[src/rtl/vend_keypad_fsm_if.sv]
// Keypad pins, external price lookup and display/dispense outputs of the vending FSM.
interface vend_keypad_fsm_if #(
  parameter int ROWS      = 4,
  parameter int COLS      = 4,
  parameter int NUM_ITEMS = 8,
  parameter int PRICE_W   = 8,
  parameter int QTY_W     = 4,
  parameter int AMT_W     = 12
);
  localparam int SEL_W = (NUM_ITEMS > 1) ? $clog2(NUM_ITEMS) : 1;

  logic [COLS-1:0]    c;
  logic [ROWS-1:0]    r;
  logic [PRICE_W-1:0] price_in;
  logic [SEL_W-1:0]   item_sel;
  logic               view_price;
  logic               view_quantity;
  logic               view_price_q;
  logic               entered_amount;
  logic [QTY_W-1:0]   qty;
  logic [AMT_W-1:0]   total;
  logic [AMT_W-1:0]   amount;
  logic [AMT_W-1:0]   change;
  logic               vend;
  logic               refund;
  logic               short;

  // Keypad / price-table side
  modport master (
    output c, r, price_in,
    input  item_sel, view_price, view_quantity, view_price_q, entered_amount,
    input  qty, total, amount, change, vend, refund, short
  );

  // Vending controller side
  modport slave (
    input  c, r, price_in,
    output item_sel, view_price, view_quantity, view_price_q, entered_amount,
    output qty, total, amount, change, vend, refund, short
  );
endinterface

[src/rtl/vend_keypad_fsm.sv]
// Keypad scanner with debounce feeding the vending purchase flow:
// item select -> price view -> quantity -> total view -> payment -> vend/refund.
module vend_keypad_fsm #(
  parameter int ROWS       = 4,
  parameter int COLS       = 4,
  parameter int NUM_ITEMS  = 8,
  parameter int PRICE_W    = 8,
  parameter int QTY_W      = 4,
  parameter int MAX_QTY    = 15,
  parameter int AMT_W      = 12,
  parameter int DEBOUNCE   = 3,
  parameter int KEY_OK     = 10,
  parameter int KEY_CANCEL = 11
) (
  input  logic             clk,
  input  logic             reset,
  vend_keypad_fsm_if.slave kp
);

  localparam int SEL_W  = (NUM_ITEMS > 1) ? $clog2(NUM_ITEMS) : 1;
  localparam int RIDX_W = (ROWS > 1) ? $clog2(ROWS) : 1;
  localparam int CIDX_W = (COLS > 1) ? $clog2(COLS) : 1;
  localparam int CODE_W = ($clog2(ROWS*COLS) < 4) ? 4 : $clog2(ROWS*COLS);
  localparam int CNT_W  = $clog2(DEBOUNCE + 1);
  localparam int QX_W   = QTY_W + 4;
  localparam int AX_W   = AMT_W + 4;

  typedef enum logic [2:0] {
    S_IDLE,
    S_PRICE,
    S_QTY,
    S_TOTAL,
    S_PAY,
    S_VEND
  } state_t;

  // Keypad decode
  logic              key_valid;
  logic              key_idle;
  logic [RIDX_W-1:0] r_idx;
  logic [CIDX_W-1:0] c_idx;
  logic [CODE_W-1:0] key_code;

  // Debouncer state
  logic              armed_q, armed_d;
  logic [CNT_W-1:0]  stab_cnt_q, stab_cnt_d;
  logic [CNT_W-1:0]  idle_cnt_q, idle_cnt_d;
  logic [CODE_W-1:0] last_code_q, last_code_d;
  logic              ev_q, ev_d;
  logic [CODE_W-1:0] ev_code_q, ev_code_d;

  // Purchase flow state
  state_t             state_q, state_d;
  logic [SEL_W-1:0]   item_sel_q, item_sel_d;
  logic [PRICE_W-1:0] price_q, price_d;
  logic [QTY_W-1:0]   qty_q, qty_d;
  logic [AMT_W-1:0]   total_q, total_d;
  logic [AMT_W-1:0]   amount_q, amount_d;
  logic [AMT_W-1:0]   change_q, change_d;
  logic               vend_q, vend_d;
  logic               refund_q, refund_d;
  logic               short_q, short_d;

  logic              is_digit;
  logic              is_item;
  logic              is_ok;
  logic              is_cancel;
  logic [3:0]        digit;
  logic [QX_W-1:0]   qty_ext;
  logic [AX_W-1:0]   amt_ext;

  // Decode the active-low matrix: a key is valid only with exactly one row and one column low
  always_comb begin
    r_idx = '0;
    c_idx = '0;
    for (int i = 0; i < ROWS; i++) begin
      if (!kp.r[i]) r_idx = RIDX_W'(i);
    end
    for (int j = 0; j < COLS; j++) begin
      if (!kp.c[j]) c_idx = CIDX_W'(j);
    end
    key_valid = ($countones(~kp.r) == 1) && ($countones(~kp.c) == 1);
    key_idle  = (&kp.r) | (&kp.c);
    key_code  = CODE_W'(r_idx) * CODE_W'(COLS) + CODE_W'(c_idx);
  end

  // Debounce: one event per press, re-armed only after a stable release
  always_comb begin
    armed_d     = armed_q;
    stab_cnt_d  = stab_cnt_q;
    idle_cnt_d  = idle_cnt_q;
    last_code_d = last_code_q;
    ev_d        = 1'b0;
    ev_code_d   = ev_code_q;
    if (armed_q) begin
      idle_cnt_d = '0;
      if (key_valid) begin
        if ((stab_cnt_q != '0) && (key_code == last_code_q)) begin
          stab_cnt_d = stab_cnt_q + CNT_W'(1);
        end else begin
          stab_cnt_d = CNT_W'(1);
        end
        last_code_d = key_code;
        if (stab_cnt_d == CNT_W'(DEBOUNCE)) begin
          ev_d       = 1'b1;
          ev_code_d  = key_code;
          armed_d    = 1'b0;
          stab_cnt_d = '0;
        end
      end else begin
        // Idle, multi-key and partial patterns all break stability
        stab_cnt_d = '0;
      end
    end else begin
      stab_cnt_d = '0;
      if (key_idle) begin
        idle_cnt_d = idle_cnt_q + CNT_W'(1);
        if (idle_cnt_d == CNT_W'(DEBOUNCE)) begin
          armed_d    = 1'b1;
          idle_cnt_d = '0;
        end
      end else begin
        idle_cnt_d = '0;
      end
    end
  end

  // Debouncer registers
  always_ff @(posedge clk or negedge reset) begin
    if (!reset) begin
      armed_q     <= 1'b1;
      stab_cnt_q  <= '0;
      idle_cnt_q  <= '0;
      last_code_q <= '0;
      ev_q        <= 1'b0;
      ev_code_q   <= '0;
    end else begin
      armed_q     <= armed_d;
      stab_cnt_q  <= stab_cnt_d;
      idle_cnt_q  <= idle_cnt_d;
      last_code_q <= last_code_d;
      ev_q        <= ev_d;
      ev_code_q   <= ev_code_d;
    end
  end

  // Purchase flow next-state and datapath updates driven by debounced key events
  always_comb begin
    state_d    = state_q;
    item_sel_d = item_sel_q;
    price_d    = price_q;
    qty_d      = qty_q;
    total_d    = total_q;
    amount_d   = amount_q;
    change_d   = change_q;
    vend_d     = 1'b0;
    refund_d   = 1'b0;
    short_d    = 1'b0;
    is_digit   = (ev_code_q < CODE_W'(10));
    is_item    = is_digit && (ev_code_q < CODE_W'(NUM_ITEMS));
    is_ok      = (ev_code_q == CODE_W'(KEY_OK));
    is_cancel  = (ev_code_q == CODE_W'(KEY_CANCEL));
    digit      = ev_code_q[3:0];
    // Widened accumulators so an overflowing digit can be detected and dropped
    qty_ext    = QX_W'(qty_q) * QX_W'(10) + QX_W'(digit);
    amt_ext    = AX_W'(amount_q) * AX_W'(10) + AX_W'(digit);
    case (state_q)
      S_IDLE: begin
        if (ev_q && is_item) begin
          item_sel_d = SEL_W'(ev_code_q);
          change_d   = '0;
          state_d    = S_PRICE;
        end
      end
      S_PRICE: begin
        if (ev_q) begin
          if (is_item) begin
            item_sel_d = SEL_W'(ev_code_q);
          end else if (is_ok) begin
            price_d = kp.price_in;
            qty_d   = '0;
            state_d = S_QTY;
          end else if (is_cancel) begin
            state_d = S_IDLE;
          end
        end
      end
      S_QTY: begin
        if (ev_q) begin
          if (is_digit) begin
            if (qty_ext <= QX_W'(MAX_QTY)) qty_d = qty_ext[QTY_W-1:0];
          end else if (is_ok) begin
            if (qty_q != '0) begin
              total_d = AMT_W'(price_q) * AMT_W'(qty_q);
              state_d = S_TOTAL;
            end
          end else if (is_cancel) begin
            state_d = S_IDLE;
          end
        end
      end
      S_TOTAL: begin
        if (ev_q) begin
          if (is_ok) begin
            amount_d = '0;
            state_d  = S_PAY;
          end else if (is_cancel) begin
            state_d = S_IDLE;
          end
        end
      end
      S_PAY: begin
        if (ev_q) begin
          if (is_digit) begin
            if (amt_ext[AX_W-1:AMT_W] == '0) amount_d = amt_ext[AMT_W-1:0];
          end else if (is_ok) begin
            if (amount_q >= total_q) begin
              change_d = amount_q - total_q;
              vend_d   = 1'b1;
              state_d  = S_VEND;
            end else begin
              short_d = 1'b1;
            end
          end else if (is_cancel) begin
            change_d = amount_q;
            refund_d = 1'b1;
            state_d  = S_IDLE;
          end
        end
      end
      S_VEND: begin
        state_d = S_IDLE;
      end
      default: begin
        state_d = S_IDLE;
      end
    endcase
    // Every return to IDLE drops the transaction data; item_sel and change survive
    if ((state_d == S_IDLE) && (state_q != S_IDLE)) begin
      qty_d    = '0;
      total_d  = '0;
      amount_d = '0;
    end
  end

  // Purchase flow registers; reset aborts without issuing any pulse
  always_ff @(posedge clk or negedge reset) begin
    if (!reset) begin
      state_q    <= S_IDLE;
      item_sel_q <= '0;
      price_q    <= '0;
      qty_q      <= '0;
      total_q    <= '0;
      amount_q   <= '0;
      change_q   <= '0;
      vend_q     <= 1'b0;
      refund_q   <= 1'b0;
      short_q    <= 1'b0;
    end else begin
      state_q    <= state_d;
      item_sel_q <= item_sel_d;
      price_q    <= price_d;
      qty_q      <= qty_d;
      total_q    <= total_d;
      amount_q   <= amount_d;
      change_q   <= change_d;
      vend_q     <= vend_d;
      refund_q   <= refund_d;
      short_q    <= short_d;
    end
  end

  assign kp.view_price     = (state_q == S_PRICE);
  assign kp.view_quantity  = (state_q == S_QTY);
  assign kp.view_price_q   = (state_q == S_TOTAL);
  assign kp.entered_amount = (state_q == S_PAY);
  assign kp.item_sel       = item_sel_q;
  assign kp.qty            = qty_q;
  assign kp.total          = total_q;
  assign kp.amount         = amount_q;
  assign kp.change         = change_q;
  assign kp.vend           = vend_q;
  assign kp.refund         = refund_q;
  assign kp.short          = short_q;

endmodule

[src/flat_wrapper.sv]
// flat-port wrapper written by rule: the top's interface ports become plain ports
module vend_keypad_fsm_flat 
#(
  parameter int ROWS       = 4,
  parameter int COLS       = 4,
  parameter int NUM_ITEMS  = 8,
  parameter int PRICE_W    = 8,
  parameter int QTY_W      = 4,
  parameter int MAX_QTY    = 15,
  parameter int AMT_W      = 12,
  parameter int DEBOUNCE   = 3,
  parameter int KEY_OK     = 10,
  parameter int KEY_CANCEL = 11
)
  (clk, reset, kp_c, kp_r, kp_price_in, kp_item_sel, kp_view_price, kp_view_quantity, kp_view_price_q, kp_entered_amount, kp_qty, kp_total, kp_amount, kp_change, kp_vend, kp_refund, kp_short);
  vend_keypad_fsm_if #(.ROWS(ROWS), .COLS(COLS), .NUM_ITEMS(NUM_ITEMS), .PRICE_W(PRICE_W), .QTY_W(QTY_W), .AMT_W(AMT_W)) kp_i ();
  input  logic clk;
  input  logic reset;
  input wire logic [$bits(kp_i.c)-1:0] kp_c;
  input wire logic [$bits(kp_i.r)-1:0] kp_r;
  input wire logic [$bits(kp_i.price_in)-1:0] kp_price_in;
  output wire logic [$bits(kp_i.item_sel)-1:0] kp_item_sel;
  output wire logic [$bits(kp_i.view_price)-1:0] kp_view_price;
  output wire logic [$bits(kp_i.view_quantity)-1:0] kp_view_quantity;
  output wire logic [$bits(kp_i.view_price_q)-1:0] kp_view_price_q;
  output wire logic [$bits(kp_i.entered_amount)-1:0] kp_entered_amount;
  output wire logic [$bits(kp_i.qty)-1:0] kp_qty;
  output wire logic [$bits(kp_i.total)-1:0] kp_total;
  output wire logic [$bits(kp_i.amount)-1:0] kp_amount;
  output wire logic [$bits(kp_i.change)-1:0] kp_change;
  output wire logic [$bits(kp_i.vend)-1:0] kp_vend;
  output wire logic [$bits(kp_i.refund)-1:0] kp_refund;
  output wire logic [$bits(kp_i.short)-1:0] kp_short;
  assign kp_i.c = kp_c;
  assign kp_i.r = kp_r;
  assign kp_i.price_in = kp_price_in;
  assign kp_item_sel = kp_i.item_sel;
  assign kp_view_price = kp_i.view_price;
  assign kp_view_quantity = kp_i.view_quantity;
  assign kp_view_price_q = kp_i.view_price_q;
  assign kp_entered_amount = kp_i.entered_amount;
  assign kp_qty = kp_i.qty;
  assign kp_total = kp_i.total;
  assign kp_amount = kp_i.amount;
  assign kp_change = kp_i.change;
  assign kp_vend = kp_i.vend;
  assign kp_refund = kp_i.refund;
  assign kp_short = kp_i.short;
  vend_keypad_fsm #(.ROWS(ROWS), .COLS(COLS), .NUM_ITEMS(NUM_ITEMS), .PRICE_W(PRICE_W), .QTY_W(QTY_W), .MAX_QTY(MAX_QTY), .AMT_W(AMT_W), .DEBOUNCE(DEBOUNCE), .KEY_OK(KEY_OK), .KEY_CANCEL(KEY_CANCEL)) u_core (.clk(clk), .reset(reset), .kp(kp_i));
endmodule
[config.mk]
export PLATFORM = sky130hd
export DESIGN_NAME = vend_keypad_fsm_flat
export DESIGN_NICKNAME = d
export VERILOG_FILES = /design/src/rtl/vend_keypad_fsm_if.sv /design/src/rtl/vend_keypad_fsm.sv /design/src/flat_wrapper.sv
export SDC_FILE = /design/constraint.sdc
export NUM_CORES = 1
export LEC_CHECK = 0
export BUFFER_PORTS_ARGS = -buffer_cell sky130_fd_sc_hd__clkbuf_2
export CORE_AREA = 2 2 91 111
export DETAILED_ROUTE_END_ITERATION = 16
export DIE_AREA = 0 0 93 113
export PLACE_DENSITY = 0.93
export SLEW_MARGIN = 5
export SYNTH_ARGS = -nofsm -noshare
export SYNTH_HDL_FRONTEND = slang
export SYNTH_SLANG_ARGS = --single-unit
[constraint.sdc]
create_clock -name clk -period 11.9 [get_ports clk]
set_clock_uncertainty 0.05 [all_clocks]
set_input_delay 1.19 -clock clk [delete_from_list [all_inputs] [get_ports clk]]
set_output_delay 1.19 -clock clk [all_outputs]
set_load 0.03 [all_outputs]
# After elaboration in Yosys (flattened, before gate mapping)
# Cells that the tools add are included.
dict set report word_totals {
  wordCells 184
  regBits 71
  latch_bits 0
  mem_bits_rw 0
  mem_bits_ro 0
  output_inout_bits 50
  in_bits 18
  n_memories 0
}
dict set report op_classes {
  n_reduce_logical 29
  n_eq_ne 30
  n_bitwise 4
  shift 0
  order_cmp 4
  n_div 0
  muxes 86
  mul 3
  n_addsub 12
}
# op count
set ops {}
lappend ops {{$mux W12} 18}
lappend ops {{$add A32 B32 Y32} 2}
lappend ops {{$eq A32 B2 Y1 const B} 2}
lappend ops {{$mux W3} 18}
lappend ops {{$pmux W12 S2} 2}
lappend ops {{$ne A3 B1 Y1 const B} 11}
lappend ops {{$mux W4} 7}
lappend ops {{$mux W2} 13}
lappend ops {{$mux W1} 25}
lappend ops {{$add A16 B4 Y16} 1}
lappend ops {{$reduce_and A4 Y1} 4}
lappend ops {{$mul A12 B3 Y15 const B} 1}
lappend ops {{$pmux W3 S5} 1}
lappend ops {{$reduce_bool A2 Y1} 7}
lappend ops {{$ge A12 B12 Y1} 1}
lappend ops {{$mul A8 B4 Y12} 1}
lappend ops {{$reduce_and A6 Y1} 2}
lappend ops {{$sub A12 B12 Y12} 1}
lappend ops {{$reduce_bool A3 Y1} 3}
lappend ops {{$add A1 B1 Y2} 4}
lappend ops {{$add A8 B4 Y8} 1}
lappend ops {{$eq A4 B4 Y1 const B} 2}
lappend ops {{$le A8 B4 Y1 const B} 1}
lappend ops {{$lt A4 B4 Y1 const B} 2}
lappend ops {{24 further kinds} 38}

# Logic depth before layout (Yosys ltp)
dict set report depth {
  word_depth 13
  mapped_depth 15
}

# Least setup slack after synthesis
# No wires, ideal clock.
dict set report synth_path {
  path_kind {reg2reg}
  start {reg u_core.qty_q[3] (netlist: u_core.kp.qty[3])}
  end {reg u_core.total_q[11] (netlist: u_core.kp.total[11])}
  setup_ns 0.116
  path_buffers 1
  path_slack_ns 7.951
  t_arrival_ns 3.783
  path_stages_with_launch 15
  synth_period_minus_slack_ns 3.949
  t_required_ns 11.734
  path_cell_list {dfrtp_1 > clkbuf_1 > nand2_1 > fa_1 > fa_1 > inv_1 > ha_1 > a21o_1 > a21o_1 > a21o_1 > a31o_2 > a211oi_1 > o2111ai_1 > o41a_1 > o311ai_0}
}
dict set report synth_between {
  elab_chain_len 10
}
# element line_no
set synth_rtl {}
lappend synth_rtl {{start, declared} vend_keypad_fsm.sv:56} ;# logic [QTY_W-1:0] qty_q, qty_d;
lappend synth_rtl {{start signal, assigned} vend_keypad_fsm.sv:263} ;# qty_q <= qty_d;
lappend synth_rtl {{parallel branches: the longest is 10 deep, another holds $mul A8 B4 Y12} --}
lappend synth_rtl {{end signal, assigned} vend_keypad_fsm.sv:264} ;# total_q <= total_d;
lappend synth_rtl {{end, declared} vend_keypad_fsm.sv:57} ;# logic [AMT_W-1:0] total_q, total_d;
# Parallel ways; which one is timed is not known. The select of a mux whose other input is x is not followed.
# A chain may end at the register's enable or synchronous reset.

# Final worst setup path
# Same ends and word-level chain as after synthesis.

==> reports/metrics.yaml <==
critical_path:
  reg2reg_slack_ns: 7.87
  critPathLaunchType: "flip-flop"
  cp.required_ns: 12.04
  crit_type: "flip-flop to flip-flop"
  end_kind: "flip-flop"
  crit_arrival_ns: 4.17
  crit_fanout: 15
grt:
  gr-total-overflow: 0
  grt.total_usage_pct: 30.1
  grt_max_degree: 72
  antenna_found_initial: 0
  grt_pass1_vias: 5474
  grt_pass1_wl_mm: 25.2
power:
  leakage_nw: 3.47
  clockPowerShare_pct: 51.8
  combPwrFrac_pct: 4.1
  peakVddDrop_uv: 71.6
  switching_share_pct: 21.5
  power_mw: 0.567
  power_switching_mw: 0.122
  p_per_area_mw_per_mm2: 84.2
  internal-power_mw: 0.445
  pwr-share-seq_pct: 44.1
cts:
  clkTransAtPathRegs_ns: 0.05
  cts.sinks: 71
  cts_resized: 0
  root_buffer: "clkbuf_16"
  clk_path_buf_depth: 2
  htree_levels: 3
  ctsHoldBuffers: 0
  cts_tree: "yes"
  post_cts_buffers: 0
  numCtsBuffers: 9
  clk_latency_ns: 0.34
finish:
  final_util_pct: 71.9
  diodes: 0
  syn2layout_area_growth_pct: 12.7
  multi_input_area_mm2: 0.00390
  drive_gt1_share_pct: 15.9
  final_cells: 854
  seqCellArea_mm2: 0.00178
  nNetsFinal: 834
  fillers: 694
  final_cell_area_mm2: 0.00674
sta:
  setup_slack_ns: 7.87
  fin_crit_sh_pct: 33.9
  tightestPinTransition_ns: 1.05
  setup_tns_ns: 0
  max_slew_margin_pct: 29.9
  hold_viol: 0
  finalSetupViolCount: 0
  whs_ns: 0.422
  rsz0062_at_grt: "no"
  report.final.slew_viol_count: 0
  period_needed_ns: 4.03
  fmax_mhz: 248
routing:
  drc: 0
  wl_per_cell_um: 17.6
  drt-total-wl_mm: 15.0
  firstDrtPassIters: 6
  vias: 5281
  via_per_inst: 6.18
  drtAntennaViolNets: 0
  drt-initial-drc-count: 436
placement:
  placed_cell_area_mm2: 0.00642
  hpwlAfterDp_mm: 11.2
  numPortBuffers: 67
  routabilityCongestion: 0.922
  dpl.cell_count: 838
  post-place-ws_ns: 7.95
floorplanning:
  die_h_um: 113
  dieArea_mm2: 0.0105
  core_mm2: 0.00937
  initial_core_util_pct: 63.8
  top_level_ports: 68
  row_count: 39
  die_w_um: 93
yosys:
  synth-edff-count: 0
  ys_types: 68
  synth_top_area_share_pct: 29.3
  syn_area_per_cell_um2: 9.04
  ys_seq_area_share_pct: 29.8
  synthArstFlopShare_pct: 100
  synth_top_area_cell: "dfrtp_1"
  synthFlopType: "dfrtp_1"
  synth_nets: 769
  ys_top_cells_by_area: "dfrtp_1 (29%), ha_1 (15%), fa_1 (6.4%)"
  synthCells: 661
  synth_warnings: 0
  synth_area_mm2: 0.00598
  synth_seq_cells: 71
status:
  status: "completed"
worst_hold_path:
  hp-class: "flip-flop to flip-flop"
job:
  cap_viol_max_count: 0
## cell usage in the layout (no fill, tap or decap), drive strengths merged, types with 17 or more instances in the layout
| master | Yosys | routed |
|---|---|---|
| nand2 | 79 | 79 |
| clkbuf | 14 | 79 |
| ha | 71 | 71 |
| dfrtp | 70 | 70 |
| inv | 59 | 59 |
| nor2 | 49 | 49 |
| a21oi | 35 | 35 |
| nand3 | 30 | 30 |
| o21ai | 25 | 25 |
| fa | 19 | 19 |
| xnor2 | 18 | 18 |
| mux2i | 17 | 17 |
## per-layer routing
| layer | vias up | GRT usage (%) | wire [um] |
|---|---|---|---|
| met5 | - | 0 | 0 |
| met4 | 0 | 16.9 | 716 |
| met3 | 70 | 4.66 | 1020 |
| met2 | 260 | 52.4 | 7590 |
| met1 | 2497 | 35.1 | 5700 |
| li1 | 2454 | - | - |
## power groups by stage
stage               clock (mW)  sequential (mW)  combinational (mW)
finish                   0.294            0.250              0.0232
global route             0.307            0.251              0.0274
floorplan                    0            0.253              0.0117
global placement             0            0.254              0.0215
detailed placement           0            0.255              0.0237
CTS                      0.295            0.250              0.0239
## registers in the layout, indices dropped and copies added, names as in the netlist
signal / flops
u_core.kp.amount: 12
u_core.kp.change: 12
u_core.kp.total: 12
u_core.price_q: 8
u_core.digit: 4
u_core.kp.qty: 4
u_core.last_code_q: 4
u_core.kp.item_sel: 3
u_core.state_q: 3
u_core.idle_cnt_q: 2
u_core.stab_cnt_q: 2
u_core.armed_q: 1
u_core.ev_q: 1
u_core.kp.refund: 1
u_core.kp.short: 1
u_core.kp.vend: 1
## path summary, 6_finish.rpt
kind                                                     start                              end  cells past startpoint
worst max register to register    u_core.kp.qty[3]$_DFFE_PN0P_  u_core.kp.total[11]$_DFFE_PN0P_                     13
worst min-delay path            u_core.idle_cnt_q[0]$_DFF_PN0_   u_core.idle_cnt_q[0]$_DFF_PN0_                      1
min in group asynchronous                                reset  u_core.kp.amount[9]$_DFFE_PN0P_                      2
worst max-delay path              u_core.kp.qty[3]$_DFFE_PN0P_  u_core.kp.total[11]$_DFFE_PN0P_                     13
worst min register to register  u_core.idle_cnt_q[0]$_DFF_PN0_   u_core.idle_cnt_q[0]$_DFF_PN0_                      1
max in group asynchronous                                reset    u_core.price_q[7]$_DFFE_PN0P_                      2
## cell usage after synthesis, types with 4 or more instances
cell       n
nand2_1   79
ha_1      71
dfrtp_1   70
inv_1     59
nor2_1    49
a21oi_1   34
nand3_1   30
o21ai_0   23
fa_1      19
xnor2_1   18
mux2i_1   17
clkbuf_1  14
and2_1    13
a21o_1    12
mux2_2    12
xor2_1    11
nor2b_1   10
nor3_1     9
o31ai_1    9
a31oi_1    6
nand2b_1   6
a211oi_1   5
and3_1     5
or2_2      5
a22oi_1    4
mux2_4     4
nor3b_1    4
nor4_1     4
nor4b_1    4
o21a_1     4
## critical path: stages, from the launching register on
cell	delay, ns
dfrtp_1	0.62
nand2_1	0.17
fa_1	0.54
fa_1	0.61
inv_1	0.06
ha_1	0.29
a21o_1	0.16
a21o_1	0.19
a21o_1	0.19
a31o_2	0.25
a211oi_1	0.30
o2111ai_1	0.18
o41a_1	0.13
o311ai_0	0.13
## cell families (layout without fill, tap and decap cells)
family	after synthesis	after routing	share of synthesized area (%)
and+or+nand+nor	233	233	19.0
AOI/OAI and AO/OA	129	129	14.6
adders and majority gates	90	90	21.2
buffers and inverters	76	146	5.11
DFF	71	71	29.8
muxes	33	33	6.11
xor gates and xnor gates	29	29	4.25
## final cells by class
type | instances | area share, %
clock inverters | 3 | 1.00
well taps | 123 | 2.28
multi-input cells | 514 | 57.9
inverters | 59 | 3.29
flip-flops and latches | 71 | 26.4
clock buffers | 13 | 3.72
repair buffers | 71 | 5.42
Note: power is estimated with default switching activity, not from simulation.
